$ cat config.mk
export PLATFORM = sky130hd
export DESIGN_NAME = tank_input_ctrl
export DESIGN_NICKNAME = d
export VERILOG_FILES = /design/src/rtl/tankwar_pkg.sv /design/src/rtl/btn_debounce.sv /design/src/rtl/tank_input_ctrl.sv
export SDC_FILE = /design/constraint.sdc
export NUM_CORES = 1
export LEC_CHECK = 0
export ABC_AREA = 1
export BUFFER_PORTS_ARGS = -buffer_cell sky130_fd_sc_hd__buf_2
export CELL_PAD_IN_SITES_DETAIL_PLACEMENT = 1
export CELL_PAD_IN_SITES_GLOBAL_PLACEMENT = 1
export CORE_UTILIZATION = 40
export DETAILED_ROUTE_END_ITERATION = 10
export GPL_TIMING_DRIVEN = 0
export PLACE_DENSITY_LB_ADDON = 0.15
export SETUP_SLACK_MARGIN = 0.4
export SYNTH_ARGS = -nofsm -noshare
export SYNTH_HDL_FRONTEND = slang
export SYNTH_SLANG_ARGS = --single-unit
export TNS_END_PERCENT = 50
$ cat constraint.sdc
create_clock -name clk -period 2.7 [get_ports clk]
set_input_delay 0.135 -clock clk [delete_from_list [all_inputs] [get_ports clk]]
set_output_delay 0.135 -clock clk [all_outputs]
set_load 0.02 [all_outputs]
$ cat src/rtl/tankwar_pkg.sv
// Shared TankWar definitions: direction codes and the direct[] field layout.
package tankwar_pkg;

   localparam int NUM_DIR      = 4;
   localparam int DIR_MOVE_BIT = 2;

   typedef enum logic [1:0] {
      LEFT  = 2'b00,
      RIGHT = 2'b01,
      UP    = 2'b10,
      DOWN  = 2'b11
   } dir_e;

   // direct[2] = move request, direct[1:0] = facing
   typedef struct packed {
      logic move;
      dir_e dir;
   } direct_t;

   // Lowest-index set bit wins (LEFT > RIGHT > UP > DOWN); callers pass a nonzero vector.
   function automatic dir_e lowest_dir(input logic [NUM_DIR-1:0] v);
      if (v[0])      return LEFT;
      else if (v[1]) return RIGHT;
      else if (v[2]) return UP;
      else           return DOWN;
   endfunction

endpackage

$ cat src/rtl/btn_debounce.sv
// Two-flop synchroniser plus stable-level debouncer with rise/fall pulses.
module btn_debounce #(
   parameter int DEBOUNCE_CYCLES = 1000000,
   parameter int DB_W            = 20
) (
   input  logic clk,
   input  logic rstn_i,
   input  logic raw_i,
   output logic level_o,
   output logic rise_o,
   output logic fall_o
);

   localparam logic [DB_W-1:0] CNT_LAST = DB_W'(DEBOUNCE_CYCLES - 1);

   logic [1:0]      sync_q;
   logic            level_q, level_d;
   logic [DB_W-1:0] cnt_q, cnt_d;
   logic            rise_q, rise_d;
   logic            fall_q, fall_d;

   // Count consecutive disagreeing samples; accept the new level after DEBOUNCE_CYCLES of them.
   always_comb begin
      level_d = level_q;
      cnt_d   = '0;
      rise_d  = 1'b0;
      fall_d  = 1'b0;
      if (sync_q[1] != level_q) begin
         if (cnt_q == CNT_LAST) begin
            level_d = sync_q[1];
            rise_d  = sync_q[1];
            fall_d  = ~sync_q[1];
         end else begin
            cnt_d = cnt_q + 1'b1;
         end
      end
   end

   // Synchroniser and debounce state; edge pulses coincide with the level change.
   always_ff @(posedge clk) begin
      if (!rstn_i) begin
         sync_q  <= '0;
         level_q <= 1'b0;
         cnt_q   <= '0;
         rise_q  <= 1'b0;
         fall_q  <= 1'b0;
      end else begin
         sync_q  <= {sync_q[0], raw_i};
         level_q <= level_d;
         cnt_q   <= cnt_d;
         rise_q  <= rise_d;
         fall_q  <= fall_d;
      end
   end

   assign level_o = level_q;
   assign rise_o  = rise_q;
   assign fall_o  = fall_q;

endmodule

$ cat src/rtl/tank_input_ctrl.sv
// TankWar player input: debounce, last-pressed direction arbitration, rate-limited fire.
module tank_input_ctrl
   import tankwar_pkg::*;
#(
   parameter int DEBOUNCE_CYCLES = 1000000,
   parameter int DB_W            = 20,
   parameter int COOLDOWN_FRAMES = 15,
   parameter int CD_W            = 4
) (
   input  logic         clk,
   input  logic         RSTN,
   input  logic [3:0]   BTN,
   input  logic         shoot_btn,
   input  logic         frame_tick,
   output logic [2:0]   direct,
   output logic         shoot
);

   localparam logic [CD_W-1:0] CD_LOAD = CD_W'(COOLDOWN_FRAMES);

   // Index 4 is the shoot button, 3:0 the direction buttons.
   logic [4:0] lvl, rise, fall;

   btn_debounce #(
      .DEBOUNCE_CYCLES (DEBOUNCE_CYCLES),
      .DB_W            (DB_W)
   ) u_db [4:0] (
      .clk     (clk),
      .rstn_i  (RSTN),
      .raw_i   ({shoot_btn, BTN}),
      .level_o (lvl),
      .rise_o  (rise),
      .fall_o  (fall)
   );

   // Only the press edge of the shoot button matters.
   logic unused_shoot;
   assign unused_shoot = ^{lvl[4], fall[4]};

   logic [3:0] held, btn_rise, btn_fall;
   logic       sh_rise;
   assign held     = lvl[3:0];
   assign btn_rise = rise[3:0];
   assign btn_fall = fall[3:0];
   assign sh_rise  = rise[4];

   dir_e            last_q, last_d;
   logic            valid_q, valid_d;
   direct_t         direct_q, direct_d;
   logic            pend_q, pend_d;
   logic [CD_W-1:0] cd_q, cd_d;
   logic            shoot_q, shoot_d;
   logic            fire;

   // Arbitration runs every cycle; outputs, cooldown and firing only advance on frame_tick.
   always_comb begin
      last_d   = last_q;
      valid_d  = valid_q;
      direct_d = direct_q;
      pend_d   = pend_q;
      cd_d     = cd_q;
      shoot_d  = 1'b0;
      fire     = frame_tick && (cd_q == '0) && pend_q;

      // A new press always wins over the release of the current direction.
      if (|btn_rise) begin
         last_d  = lowest_dir(btn_rise);
         valid_d = 1'b1;
      end else if (btn_fall[last_q]) begin
         if (|held) begin
            last_d  = lowest_dir(held);
            valid_d = 1'b1;
         end else begin
            valid_d = 1'b0;
         end
      end

      if (frame_tick) begin
         direct_d.move = valid_q;
         if (valid_q) direct_d.dir = last_q;
         if (cd_q != '0) begin
            cd_d = cd_q - 1'b1;
         end else if (pend_q) begin
            shoot_d = 1'b1;
            pend_d  = 1'b0;
            cd_d    = CD_LOAD;
         end
      end

      // Presses during cooldown are dropped; a press on a tick waits for the next tick.
      if (sh_rise && (cd_q == '0) && !fire) pend_d = 1'b1;
   end

   // State and registered outputs.
   always_ff @(posedge clk) begin
      if (!RSTN) begin
         last_q   <= LEFT;
         valid_q  <= 1'b0;
         direct_q <= '0;
         pend_q   <= 1'b0;
         cd_q     <= '0;
         shoot_q  <= 1'b0;
      end else begin
         last_q   <= last_d;
         valid_q  <= valid_d;
         direct_q <= direct_d;
         pend_q   <= pend_d;
         cd_q     <= cd_d;
         shoot_q  <= shoot_d;
      end
   end

   assign direct = direct_q;
   assign shoot  = shoot_q;

endmodule

==> impl_metrics.ini <==
[drt]
vias = 6052
detail_route.vias_per_cell = 4.80
drt_first_pass_iters = 4
ant_nets = 0
wirelength_um = 16000
wire_per_inst_um = 12.7
remaining_drc_errors = 0
drt_iter0_drc = 189

[placement]
portBuffers = 10
place.gp.congestion = 0.778
dp_hpwl_um = 12000

[clock_tree]
clock-sinks = 136
cts.clk_slew.worst_paths_ns = 0.06
clock-root-buffer = clkbuf_16
h-tree-depth = 4
ctsResizeCount = 0
worst_skew_pair.late_latency_ns = 0.41
tritoncts = built
numCtsBuffers = 17
clockBufferDepth = 2

[grt]
grt_pass1_wl_um = 28400
grt-ovfl-total = 0
antenna_found_initial = 0
grtUsageTotal_pct = 20.0
grt_pass1_vias = 6203
grt_max_degree = 17

[floorplanning]
die_h_um = 132
std_cell_rows = 47
start_util_pct = 40.7
pin_count = 12
die_width_um = 132
core_area_mm2 = 0.0165
dieArea_mm2 = 0.0173

[setup_path]
cp-start-kind = flip-flop
critPathArrivalTime_ns = 2.14
critPathKind = flip-flop to flip-flop
cp_max_fo = 10
worstPathRequired_ns = 3.00
critical_path.most_common_cell = nand3_1
cp_cell_sequence = ha_1, nand3_1, nor3_1, nand3_1, nand2_1, buf_4, nor2_1
crit_path_max_incr_delay_ns = 0.40
end_kind = flip-flop
crit_slowest_cell = dfxtp_1

[power]
pwr-share-seq_pct = 46.5
netSwitchingFraction_pct = 22.9
p_int_mw = 3.42
vdd_drop_max_uv = 457
p_per_area_mw_per_mm2 = 581
pwr-share-comb_pct = 5.4
cellLeakagePower_nw = 2.55
power.switching_mw = 1.02
p_clk_share_pct = 48.1

[yosys]
synth_edf_count = 0
postSynthCellCount = 995
synth_area_leader_cell = dfxtp_1
synth.avg_cell_area_um2 = 6.76
ys_top_cells_by_count = 232 x nand2_1, 221 x nor2_1, 136 x dfxtp_1
ys_seq_area_share_pct = 40.5
syn_nets = 1009
async_flop_share_pct = 0
ys_seq_elements = 136
yosys-top-cells-area = dfxtp_1 40%, nand2_1 13%, nor2_1 12%
synthesis.area_mm2 = 0.00673
synth.distinct_cells = 34
synth-warning-count = 0
synthFlopType = dfxtp_1
netlist.area_leader.share_pct = 40.5
synth_most_common_cell = nand2_1

[cells_and_area]
antenna_cells = 0
seq_area_mm2 = 0.00272
nets = 1043
syn2layout_area_growth_pct = 13.6
drive_gt1_share_pct = 8.27
post-route-util_pct = 46.2
fill_cells = 2161
multi_input_area_mm2 = 0.00348

[job]
cap_violations = 0

[timing]
clock_skew_ns = 0.00660
rsz0062_at_grt = false
period_share_pct = 68.2
worstMarginPinSlew_ns = 0.528
hold_violations = 0
min_period_ns = 1.84
slew_viol_final = 0
max_freq_mhz = 543
finalSetupViolations = 0
slew_headroom_pct = 64.5
finalSetupTns_ns = 0

[worst_hold_path]
hold_path.class = input pin to flip-flop

[run_status]
status = completed
-- cell type report --
cell class / instances / share of cell area [%]
buffer: 10 / 1.10
clock buffer: 21 / 6.02
clock inverter: 9 / 1.02
inverter: 119 / 5.84
multi-input combinational: 730 / 45.5
sequential: 136 / 35.6
tap: 220 / 3.60
timing repair buffer: 15 / 1.31
-- critical path, delay by kind of cell, from the launching register on --
family	cells	cell delay, ns
adder cells (fa/ha/maj)	1	0.26
flip-flops	1	0.40
AND/OR/NAND/NOR	5	0.89
buffers and inverters	1	0.19
-- power groups by stage --
stage	logic (mW)	registers (mW)	clock network, mW
floorplan	0.185	2.10	0
global placement	0.236	2.11	0
detailed placement	0.238	2.11	0
CTS	0.245	2.07	2.20
global route	0.284	2.07	2.29
finish	0.241	2.07	2.13
-- through the flow --
| stage | cell area, um2 | setup slack (ns) | power [mW] | std cells | hold slack [ns] |
|---|---|---|---|---|---|
| after floorplan | 6730 | 1.28 | 2.29 | 995 | 0.233 |
| final | 7640 | 0.860 | 4.44 | 1260 | 0.0194 |
| after global routing | 7640 | 0.683 | 4.65 | 1260 | 0.0347 |
| after CTS | 7640 | 0.845 | 4.51 | 1260 | 0.000975 |
| after detailed placement | 7050 | 0.853 | 2.35 | 1225 | 0.328 |
| after global placement | 7050 | 0.861 | 2.34 | 1225 | 0.326 |
-- flip-flops by register name (all words and copies together), names as in the netlist, 2 cells and up --
register / flops
u_db.cnt_q: 100
u_db.sync_q: 10
u_db.level_o: 5
u_db.rise_o: 5
cd_q: 4
u_db.fall_o: 4
direct: 3
last_q: 2
-- cells in the final DEF, fill, tap and decap left out, types with 12 or more instances in the layout --
| master | instances |
|---|---|
| nor3_1 | 13 |
| nand2_1 | 232 |
| o21ai_0 | 17 |
| nand3_1 | 79 |
| a21oi_1 | 49 |
| clkbuf_16 | 17 |
| xnor2_1 | 12 |
| dfxtp_1 | 136 |
| xor2_1 | 27 |
| inv_1 | 118 |
| nand4_1 | 13 |
| nor2_1 | 221 |
-- cells by family (layout without fill, tap and decap cells) --
logic type / count (synthesis) / count (layout) / synth area share, %
AND/OR/NAND/NOR: 603 / 603 / 38.6
flip-flops: 136 / 136 / 40.5
buffers and inverters: 129 / 174 / 7.88
AO/OA/AOI/OAI: 82 / 82 / 6.82
XOR/XNOR: 39 / 39 / 5.08
adder cells (fa/ha/maj): 6 / 6 / 1.12
-- layer usage --
layer / track usage, % / vias up / part of all wire (%)
met1: 24.8 / 2814 / 49
li1: - / 3197 / -
met5: 0 / - / 0
met3: 4.40 / 10 / 1.8
met2: 34.9 / 31 / 49
met4: 5.23 / 0 / 0.78
-- path summary, 6_finish.rpt --
path	startpoint	to	slack, ns	cells after the start
hold / removal	frame_tick	direct[2]	0.02	3
hold reg to reg	u_db[1].sync_q[0]	u_db[1].sync_q[1]	0.41	2
setup / recovery	u_db[3].cnt_q[0]	u_db[3].cnt_q[12]	0.86	7
setup reg to reg	u_db[3].cnt_q[0]	u_db[3].cnt_q[12]	0.86	7
-- what timing repair did --
item	in CTS	in global routing
hold endpoints to repair	5	0
buffers inserted	0	0
endpoints found under the setup margin	0	0
hold buffers	5	0
No activity file was read; power rests on OpenSTA's default activity.
